### src/rtl/mult8_dot_accumulator.sv
// mult8_dot_accumulator
// Registered, flow-controlled dot-product stage around an 8x8 unsigned
// multiplier. Operand pairs are registered (stage 1), multiplied
// combinationally, and LEN consecutive products are summed (stage 2) into
// a saturating ACC_W-bit result presented on a valid/ready output.
//
// Ports:
//   clk        clock, all state updates on the rising edge
//   rst_n      asynchronous active-low reset
//   clr        synchronous flush of partial sum, count and stage-1 valid
//   in_valid   operand pair present
//   in_ready   block can accept an operand pair this cycle
//   in_a/in_b  unsigned 8-bit operands
//   out_valid  result held on out_acc/out_sat
//   out_ready  downstream accepts the result
//   out_acc    saturated dot-product result (ACC_W bits)
//   out_sat    saturation occurred while forming this result

// Combinational 8x8 unsigned shift-and-add multiplier.
module multiplier_8bits_version14 (
  input  logic [7:0]  a_i,
  input  logic [7:0]  b_i,
  output logic [15:0] p_o
);

  // Sum of a_i shifted by every set bit position of b_i.
  always_comb begin
    p_o = 16'd0;
    for (int i = 0; i < 8; i++) begin
      if (b_i[i]) begin
        p_o = p_o + (16'(a_i) << i);
      end else begin
        p_o = p_o;
      end
    end
  end

endmodule

module mult8_dot_accumulator #(
  parameter int ACC_W = 24,
  parameter int LEN   = 4
) (
  input  logic             clk,
  input  logic             rst_n,
  input  logic             clr,
  input  logic             in_valid,
  output logic             in_ready,
  input  logic [7:0]       in_a,
  input  logic [7:0]       in_b,
  output logic             out_valid,
  input  logic             out_ready,
  output logic [ACC_W-1:0] out_acc,
  output logic             out_sat
);

  localparam int         SUM_W    = ACC_W + 1;
  localparam logic [7:0] LAST_CNT = 8'(LEN - 1);

  logic [7:0]       a_q, a_d;
  logic [7:0]       b_q, b_d;
  logic             v1_q, v1_d;
  logic [7:0]       cnt_q, cnt_d;
  logic [ACC_W-1:0] acc_q, acc_d;
  logic             sat_q, sat_d;
  logic [ACC_W-1:0] out_acc_q, out_acc_d;
  logic             out_sat_q, out_sat_d;
  logic             out_valid_q, out_valid_d;
  logic             rdy_q;

  logic             en_s;
  logic [15:0]      prod_s;
  logic [SUM_W-1:0] base_s;
  logic [SUM_W-1:0] sum_s;

  // The whole pipeline stalls only while a finished result waits downstream.
  assign en_s      = !(out_valid_q && !out_ready);
  // rdy_q keeps in_ready low until the first edge after reset release.
  assign in_ready  = rdy_q && en_s;
  assign out_valid = out_valid_q;
  assign out_acc   = out_acc_q;
  assign out_sat   = out_sat_q;

  multiplier_8bits_version14 u_mul (
    .a_i (a_q),
    .b_i (b_q),
    .p_o (prod_s)
  );

  // Running sum one bit wider than the result; the first element of a
  // group ignores the stale accumulator.
  always_comb begin
    base_s = (cnt_q == 8'd0) ? {SUM_W{1'b0}} : {1'b0, acc_q};
    sum_s  = base_s + {{(SUM_W-16){1'b0}}, prod_s};
  end

  // Next-state logic for operand, accumulate and result registers.
  always_comb begin
    a_d       = a_q;
    b_d       = b_q;
    v1_d      = v1_q;
    cnt_d     = cnt_q;
    acc_d     = acc_q;
    sat_d     = sat_q;
    out_acc_d = out_acc_q;
    out_sat_d = out_sat_q;

    // A consumed result drops valid unless a new one loads below.
    if (out_valid_q && out_ready) begin
      out_valid_d = 1'b0;
    end else begin
      out_valid_d = out_valid_q;
    end

    if (clr) begin
      // Flush the group in flight; a finished result is left untouched.
      v1_d  = 1'b0;
      cnt_d = 8'd0;
      sat_d = 1'b0;
      acc_d = {ACC_W{1'b0}};
    end else if (en_s) begin
      a_d  = in_a;
      b_d  = in_b;
      v1_d = in_valid && in_ready;
      if (v1_q) begin
        // Top bit set means the sum reached 2^ACC_W; clamp and stick.
        if (sum_s[SUM_W-1]) begin
          acc_d = {ACC_W{1'b1}};
          sat_d = 1'b1;
        end else begin
          acc_d = sum_s[ACC_W-1:0];
          sat_d = (cnt_q == 8'd0) ? 1'b0 : sat_q;
        end
        if (cnt_q == LAST_CNT) begin
          cnt_d       = 8'd0;
          out_acc_d   = acc_d;
          out_sat_d   = sat_d;
          out_valid_d = 1'b1;
        end else begin
          cnt_d = cnt_q + 8'd1;
        end
      end else begin
        cnt_d = cnt_q;
      end
    end else begin
      v1_d = v1_q;
    end
  end

  // State registers with asynchronous reset.
  always_ff @(posedge clk or negedge rst_n) begin
    if (!rst_n) begin
      a_q         <= 8'd0;
      b_q         <= 8'd0;
      v1_q        <= 1'b0;
      cnt_q       <= 8'd0;
      acc_q       <= {ACC_W{1'b0}};
      sat_q       <= 1'b0;
      out_acc_q   <= {ACC_W{1'b0}};
      out_sat_q   <= 1'b0;
      out_valid_q <= 1'b0;
      rdy_q       <= 1'b0;
    end else begin
      a_q         <= a_d;
      b_q         <= b_d;
      v1_q        <= v1_d;
      cnt_q       <= cnt_d;
      acc_q       <= acc_d;
      sat_q       <= sat_d;
      out_acc_q   <= out_acc_d;
      out_sat_q   <= out_sat_d;
      out_valid_q <= out_valid_d;
      rdy_q       <= 1'b1;
    end
  end

endmodule

### config.mk
export PLATFORM = sky130hd
export DESIGN_NAME = mult8_dot_accumulator
export DESIGN_NICKNAME = d
export VERILOG_FILES = /design/src/rtl/mult8_dot_accumulator.sv
export SDC_FILE = /design/constraint.sdc
export NUM_CORES = 1
export LEC_CHECK = 0
export ABC_AREA = 1
export BUFFER_PORTS_ARGS = -buffer_cell sky130_fd_sc_hd__buf_2
export CAP_MARGIN = 20
export CORE_MARGIN = 5
export CORE_UTILIZATION = 45
export CTS_CLUSTER_SIZE = 30
export DETAILED_ROUTE_END_ITERATION = 12
export PLACE_DENSITY = 0.71
export SYNTH_ARGS = -nofsm -noshare
export SYNTH_HDL_FRONTEND = slang
export SYNTH_SLANG_ARGS = --single-unit
### constraint.sdc
create_clock -name clk -period 12.65 [get_ports clk]
set_input_delay 1.265 -clock clk [delete_from_list [all_inputs] [get_ports clk]]
set_output_delay 1.265 -clock clk [all_outputs]
set_load 0.01 [all_outputs]
======== Word level (Yosys, flattened, before mapping) ========
Index checks and enable logic that the tools add are counted.
word-level totals
  register bits ........................... 77
  bits in latches ......................... 0
  bits in writable memories ............... 0
  ROM bits ................................ 0
  input bits .............................. 21
  output and inout port bits .............. 27
  word-level logic and storage cells ...... 63
  memories ................................ 0
cells by class
  add/subtract/negate cells ............... 9
  multipliers ............................. 0
  divide/modulo/power cells ............... 0
  $lt $le $gt $ge ......................... 0
  equal/unequal tests ..................... 2
  shift-type cells ........................ 0
  mux-type cells .......................... 29
  bitwise gates (word level) .............. 2
  reduce and logical (&&, ||, !) cells .... 11
operators by type and width
  kind                   count
  $mux W24               5
  $mux W16               7
  $mux W8                5
  $add A24 B16 Y25       1
  $add A16 B10 Y16       1
  $add A16 B11 Y16       1
  $add A16 B12 Y16       1
  $add A16 B13 Y16       1
  $add A16 B14 Y16       1
  $add A16 B15 Y16       1
  $add A16 B9 Y16        1
  $mux W1                12
  $add A8 B1 Y8 const B  1
  $eq A8 B2 Y1 const B   1
  $logic_not A8 Y1       1
  $logic_and A1 B1 Y1    4
  $reduce_and A2 Y1      2
  $reduce_and A4 Y1      1
  $logic_not A1 Y1       2
  $ne A2 B2 Y1 const B   1
  $not A1 Y1             2
  $reduce_bool A2 Y1     1

======== Logic depth before layout (Yosys ltp) ========
  depth in word-level cells ............... 20
  gate-level depth with buffers ........... 70
  gate-level depth less buffers ........... 69

======== Hierarchy ========
From an unflattened synthesis, not the netlist that was laid out.
unflattened totals
  cell total of the unflattened synthesis .. 1132
  area, all modules ....................... 7687.4 um2
by module, submodules not included
  module                      instances  cells each  area each (um2)  seq. area each (um2)
  mult8_dot_accumulator       1          595         4511.8           1926.8
  multiplier_8bits_version14  1          537         3175.5           0.0

======== Worst setup path after synthesis ========
OpenSTA, ideal clock, no wires.
  path kind ............................... register to register
  start ................................... register a_q[1]
  end ..................................... register acc_q[19]
  setup time .............................. 0.083 ns
  arrival ................................. 8.953 ns
  data required time ...................... 12.567 ns
  path slack .............................. 3.614 ns
  stages on the path, launching flop included .. 60
  path buffers ............................ 0
  clock period less this slack ............ 9.036 ns
  cells stage by stage .................... dfrtp_1 > inv_1 > fa_1 > xor2_1 > o21ai_0 > inv_1 > fa_1 > nand3b_1 > nand2_1 > xnor2_1 > nand2_1 > nand2_1 > inv_2 > ha_1 > a21oi_1 > o21ai_0 > or2_2 > nand3_1 > [... 24 more ...] > a21oi_1 > nor2_1 > nor2_1 > nor2_1 > nor2_1 > xor2_1 > o21ai_0 > ha_1 > nand2_1 > nor2_1 > a21oi_1 > nand2_2 > nand3_2 > nor3_4 > inv_1 > nand3_1 > nand2_1 > o21ai_0
on the way
  word-level cells in the longest chain between the ends .. 20
RTL lines
  element                 RTL line  text
  start, declared         60        logic [7:0] a_q, a_d;
  start signal, assigned  153       a_q <= 8'd0;
  start signal, assigned  164       a_q <= a_d;
  $mux W8                 30        if (b_i[i]) begin
  $add A16 B9 Y16         31        p_o = p_o + (16'(a_i) << i);
  $mux W16                30
  $add A16 B10 Y16        31
  $mux W16                30
  $add A16 B11 Y16        31
  $mux W16                30
  $add A16 B12 Y16        31
  [... 4 more ...]        --
  $mux W16                30
  $add A16 B15 Y16        31
  $mux W16 *              30
  $add A24 B16 Y25 *      94        sum_s = base_s + {{(SUM_W-16){1'b0}}, prod_s};
  $mux W24 *              127       if (sum_s[SUM_W-1]) begin
  $mux W24 *              125       if (v1_q) begin
  $mux W24 *              121       end else if (en_s) begin
  $mux W24 *              115       if (clr) begin
  end signal, assigned    157       acc_q <= {ACC_W{1'b0}};
  end, declared           64        logic [ACC_W-1:0] acc_q, acc_d;
Every way passes the cells marked *; elsewhere a longest branch is shown, timed or not. The select of a mux whose other input is x is not followed.
A chain may end at the register's enable or synchronous reset.

======== Final worst setup path ========
  start ................................... register a_q[1]
  end ..................................... register acc_q[23]
Same word-level chain as after synthesis.

==> metrics.txt <==
# resized after CTS 0; horizontal die dimension 136 um; max incr delay on CP 540 ps; Synth cell types 48; post-route fraction of the period consumed by the critical path 82.1%; buffers plus inverters on the worst setup path 8; worst IR drop on VDD 0.000107 V; die height 136 um; number of nets produced by synthesis 1133; DRC violations left 0; Seq/Total Area, Yosys 26.8%; number of antenna violations at the first check in global routing 0; Critical Path Slowest Stage Cell sky130_fd_sc_hd__dfrtp_1; Final Net Count 1170; Synth Cell Area 0.00719 mm2; worst hold slack 475 ps; Hold Buf Count CTS 0; number of failing hold endpoints at the final stage 0; number of buffers added on ports 47; endpoint arrival time on the critical path 10640 ps; Reg clk slew, reported paths 60 ps; setup clock skew after layout 11.4 ps; Total Neg Setup Slack 0 ps; status finished clean; Leakage Power 4.26 nW; post-route design area 0.00793 mm2; CP Max Fanout 14; flop and latch count out of synthesis 77; die outline area 0.0186 mm2; Total Wirelength 17000 um; Fill cells 1619; FF-to-FF Start a_q[1]$_DFFE_PN0P_; top cells by area in the synthesized netlist sky130_fd_sc_hd__dfrtp_1 27%, sky130_fd_sc_hd__ha_1 14%, sky130_fd_sc_hd__nand2_1 13%; fraction of final layout cells sized beyond drive strength 1 11.6%; DR pass1 iterations 5; final-report max-slew violation count 0; average wire per standard cell 13.3 um; first-iteration detailed-routing DRC count 458; unrepaired setup endpoints after global routing false; cell accounting for the most synthesized area sky130_fd_sc_hd__dfrtp_1; total clock buffers created by CTS 9; share of the synthesized area in the top cell type 26.8%; final global-route overflow total 0; GRT Resource Usage Total 19.6%; final critical delay including setup and external delays 10380 ps; Setup CP Type flip-flop to flip-flop; buffer type at the clock tree root sky130_fd_sc_hd__clkbuf_16; share of power burned in the clock network 15.4%; Vias per Instance 5.14; count leader, synth sky130_fd_sc_hd__nand2_1; FFs w/ async S/R, synth 100%; dpl cells 1267; mux contribution to synthesized area 1.10%; first-pass GRT wire length 29600 um; Syn Inst Count 1026; max capacitance violation total 0; clock tree from TritonCTS built; footprint of the flip-flops and latches 0.00193 mm2; combinational share of power 68.0%; cell types with the highest counts after synthesis 254 x sky130_fd_sc_hd__nand2_1, 145 x sky130_fd_sc_hd__inv_1, 78 x sky130_fd_sc_hd__ha_1; vias post-DR 6595; dominant combinational cell family by area after synthesis simple AND/OR/NAND/NOR gates; relative contribution of sequential cells to total power 16.6%; count of flip-flops with a built-in enable after synthesis 0; standard-cell row count 46; count of warnings emitted by yosys 0; capturing element type of the critical path flip-flop; actual transition at the worst max-transition pin 669 ps; area growth from synthesis to layout 10.2%; fraction of power spent switching nets 47.8%; cell-internal power 0.000881 W; count of final setup violators 0; # IOs 48; category of cells accounting for the largest share of critical-path delay adder cells; Synth Area in Adders 15.8%; xor-xnor portion of the synthesized cell area 3.90%; Hold WC Path Type flip-flop to flip-flop; nature of the critical path startpoint flip-flop; Sink Count 77; HPWL after DPL 13000 um; via count of the first global-routing pass 6482; postcts setup bufs 0; area of the multi-input gates 0.00458 mm2; synthesized-area fraction occupied by ao, oa, aoi and oai cells 14.3%; critical hold path startpoint out_acc[13]$_DFFE_PN0P_; crit path launch a_q[1]$_DFFE_PN0P_; placed cell areas 0.00761 mm2; final standard cell count with taps included and fillers excluded 1283; maximum number of pins on one net before global-route repair 78; clock latency reported for the late side of the worst-skew pair 340 ps; Pwr Density 213 mW/mm2; Avg Cell Area, Syn 7.01 um2; CORE AREA 0.0158 mm2; maximum clock frequency 96.3 MHz; most common flop cell mapped by yosys sky130_fd_sc_hd__dfrtp_1; Max-slew headroom 55.4%; Crit path required time 12910 ps; Switching Power 0.000805 W; residual antenna-violating net count after detailed routing 0; share of synthesized cell area in and, or, nand and nor gates 28.5%; Antenna Diode Count 0; weighted congestion reported at the end of routability-driven placement 0.900; Starting Density 45.6%; depth of the CTS H-tree 3; maximum clock insertion buffer count 2
[path summary, 6_finish.rpt]
check,end,slack (ps),depth (start not counted)
worst max-delay path,acc_q[23]$_DFFE_PN0P_,2270,53
worst min-delay path,out_acc[13]$_DFFE_PN0P_,480,2
worst max register to register,acc_q[23]$_DFFE_PN0P_,2270,53
worst min register to register,out_acc[13]$_DFFE_PN0P_,480,2
max in group asynchronous,a_q[6]$_DFFE_PN0P_,11200,2
min in group asynchronous,acc_q[9]$_DFFE_PN0P_,860,1
[layout make-up]
class | instances | share of cell area, %
Clock buffer | 11 | 3.06
Sequential cell | 77 | 24.3
Tap cell | 216 | 3.41
Multi-Input combinational cell | 771 | 57.8
Timing Repair Buffer | 50 | 3.54
Inverter | 154 | 7.29
Clock inverter | 4 | 0.616
[sequential cells by signal, indices dropped and copies added, names as in the netlist]
register and flops:
rdy_q 1, out_sat 1, acc_q 24, out_valid 1, a_q 8, cnt_q 8, b_q 8, sat_q 1
v1_q 1, out_acc 24
[logic make-up (layout without fill, tap and decap cells)]
logic type      after synthesis  count (layout)
simple gates                466             466
compound gates              179             179
buf+inv                     178             219
fa+ha+maj                    86              86
flops                        77              77
xor+xnor                     32              32
mux                           7               7
other cells                   1               1
[power groups by stage]
stage	combinational, W	clock [W]	sequential, W
after floorplan	0.000943	0	0.000273
after global placement	0.00113	0	0.000283
after detailed placement	0.00114	0	0.000284
after CTS	0.00115	0.000266	0.000279
after global routing	0.00134	0.000276	0.000281
final	0.00115	0.000260	0.000279
[cells in the final DEF (no fill, tap or decap), drive strengths merged]
cell / count
nand3: 80
a21o: 5
ha: 78
conb: 1
a21boi: 3
buf: 50
and2: 10
xnor2: 9
clkinv: 3
a21oi: 64
o311ai: 1
o22ai: 15
nor3: 8
a31oi: 4
o211ai: 1
nor2: 80
or2: 17
inv: 154
o21a: 4
clkbuf: 11
dfrtp: 77
fa: 8
nand4: 8
nand2: 257
o21bai: 4
o31ai: 2
o21ai: 75
bufinv: 1
nand3b: 6
a22oi: 1
mux2: 7
xor2: 23
[metrics by stage]
stage	power (W)	utilization, %	setup WS [ps]
after global routing	0.00190	50.3	1230
after CTS	0.00169	50.1	2240
after detailed placement	0.00143	48.2	2290
final	0.00169	50.3	2270
after floorplan	0.00122	-	3610
after global placement	0.00141	48.2	2550
[worst min-delay path: cells and delay by family, from the launching register on]
kind,cells,cell delay [ps]
simple gates,2,110
flops,1,330
[routing by layer]
metal / routed length, um / track usage, %
met3: 758 / 2.96
met2: 7900 / 32.3
met1: 7930 / 25.5
met5: 0 / 0
met4: 455 / 8.34
(Power assumes the default switching activity.)
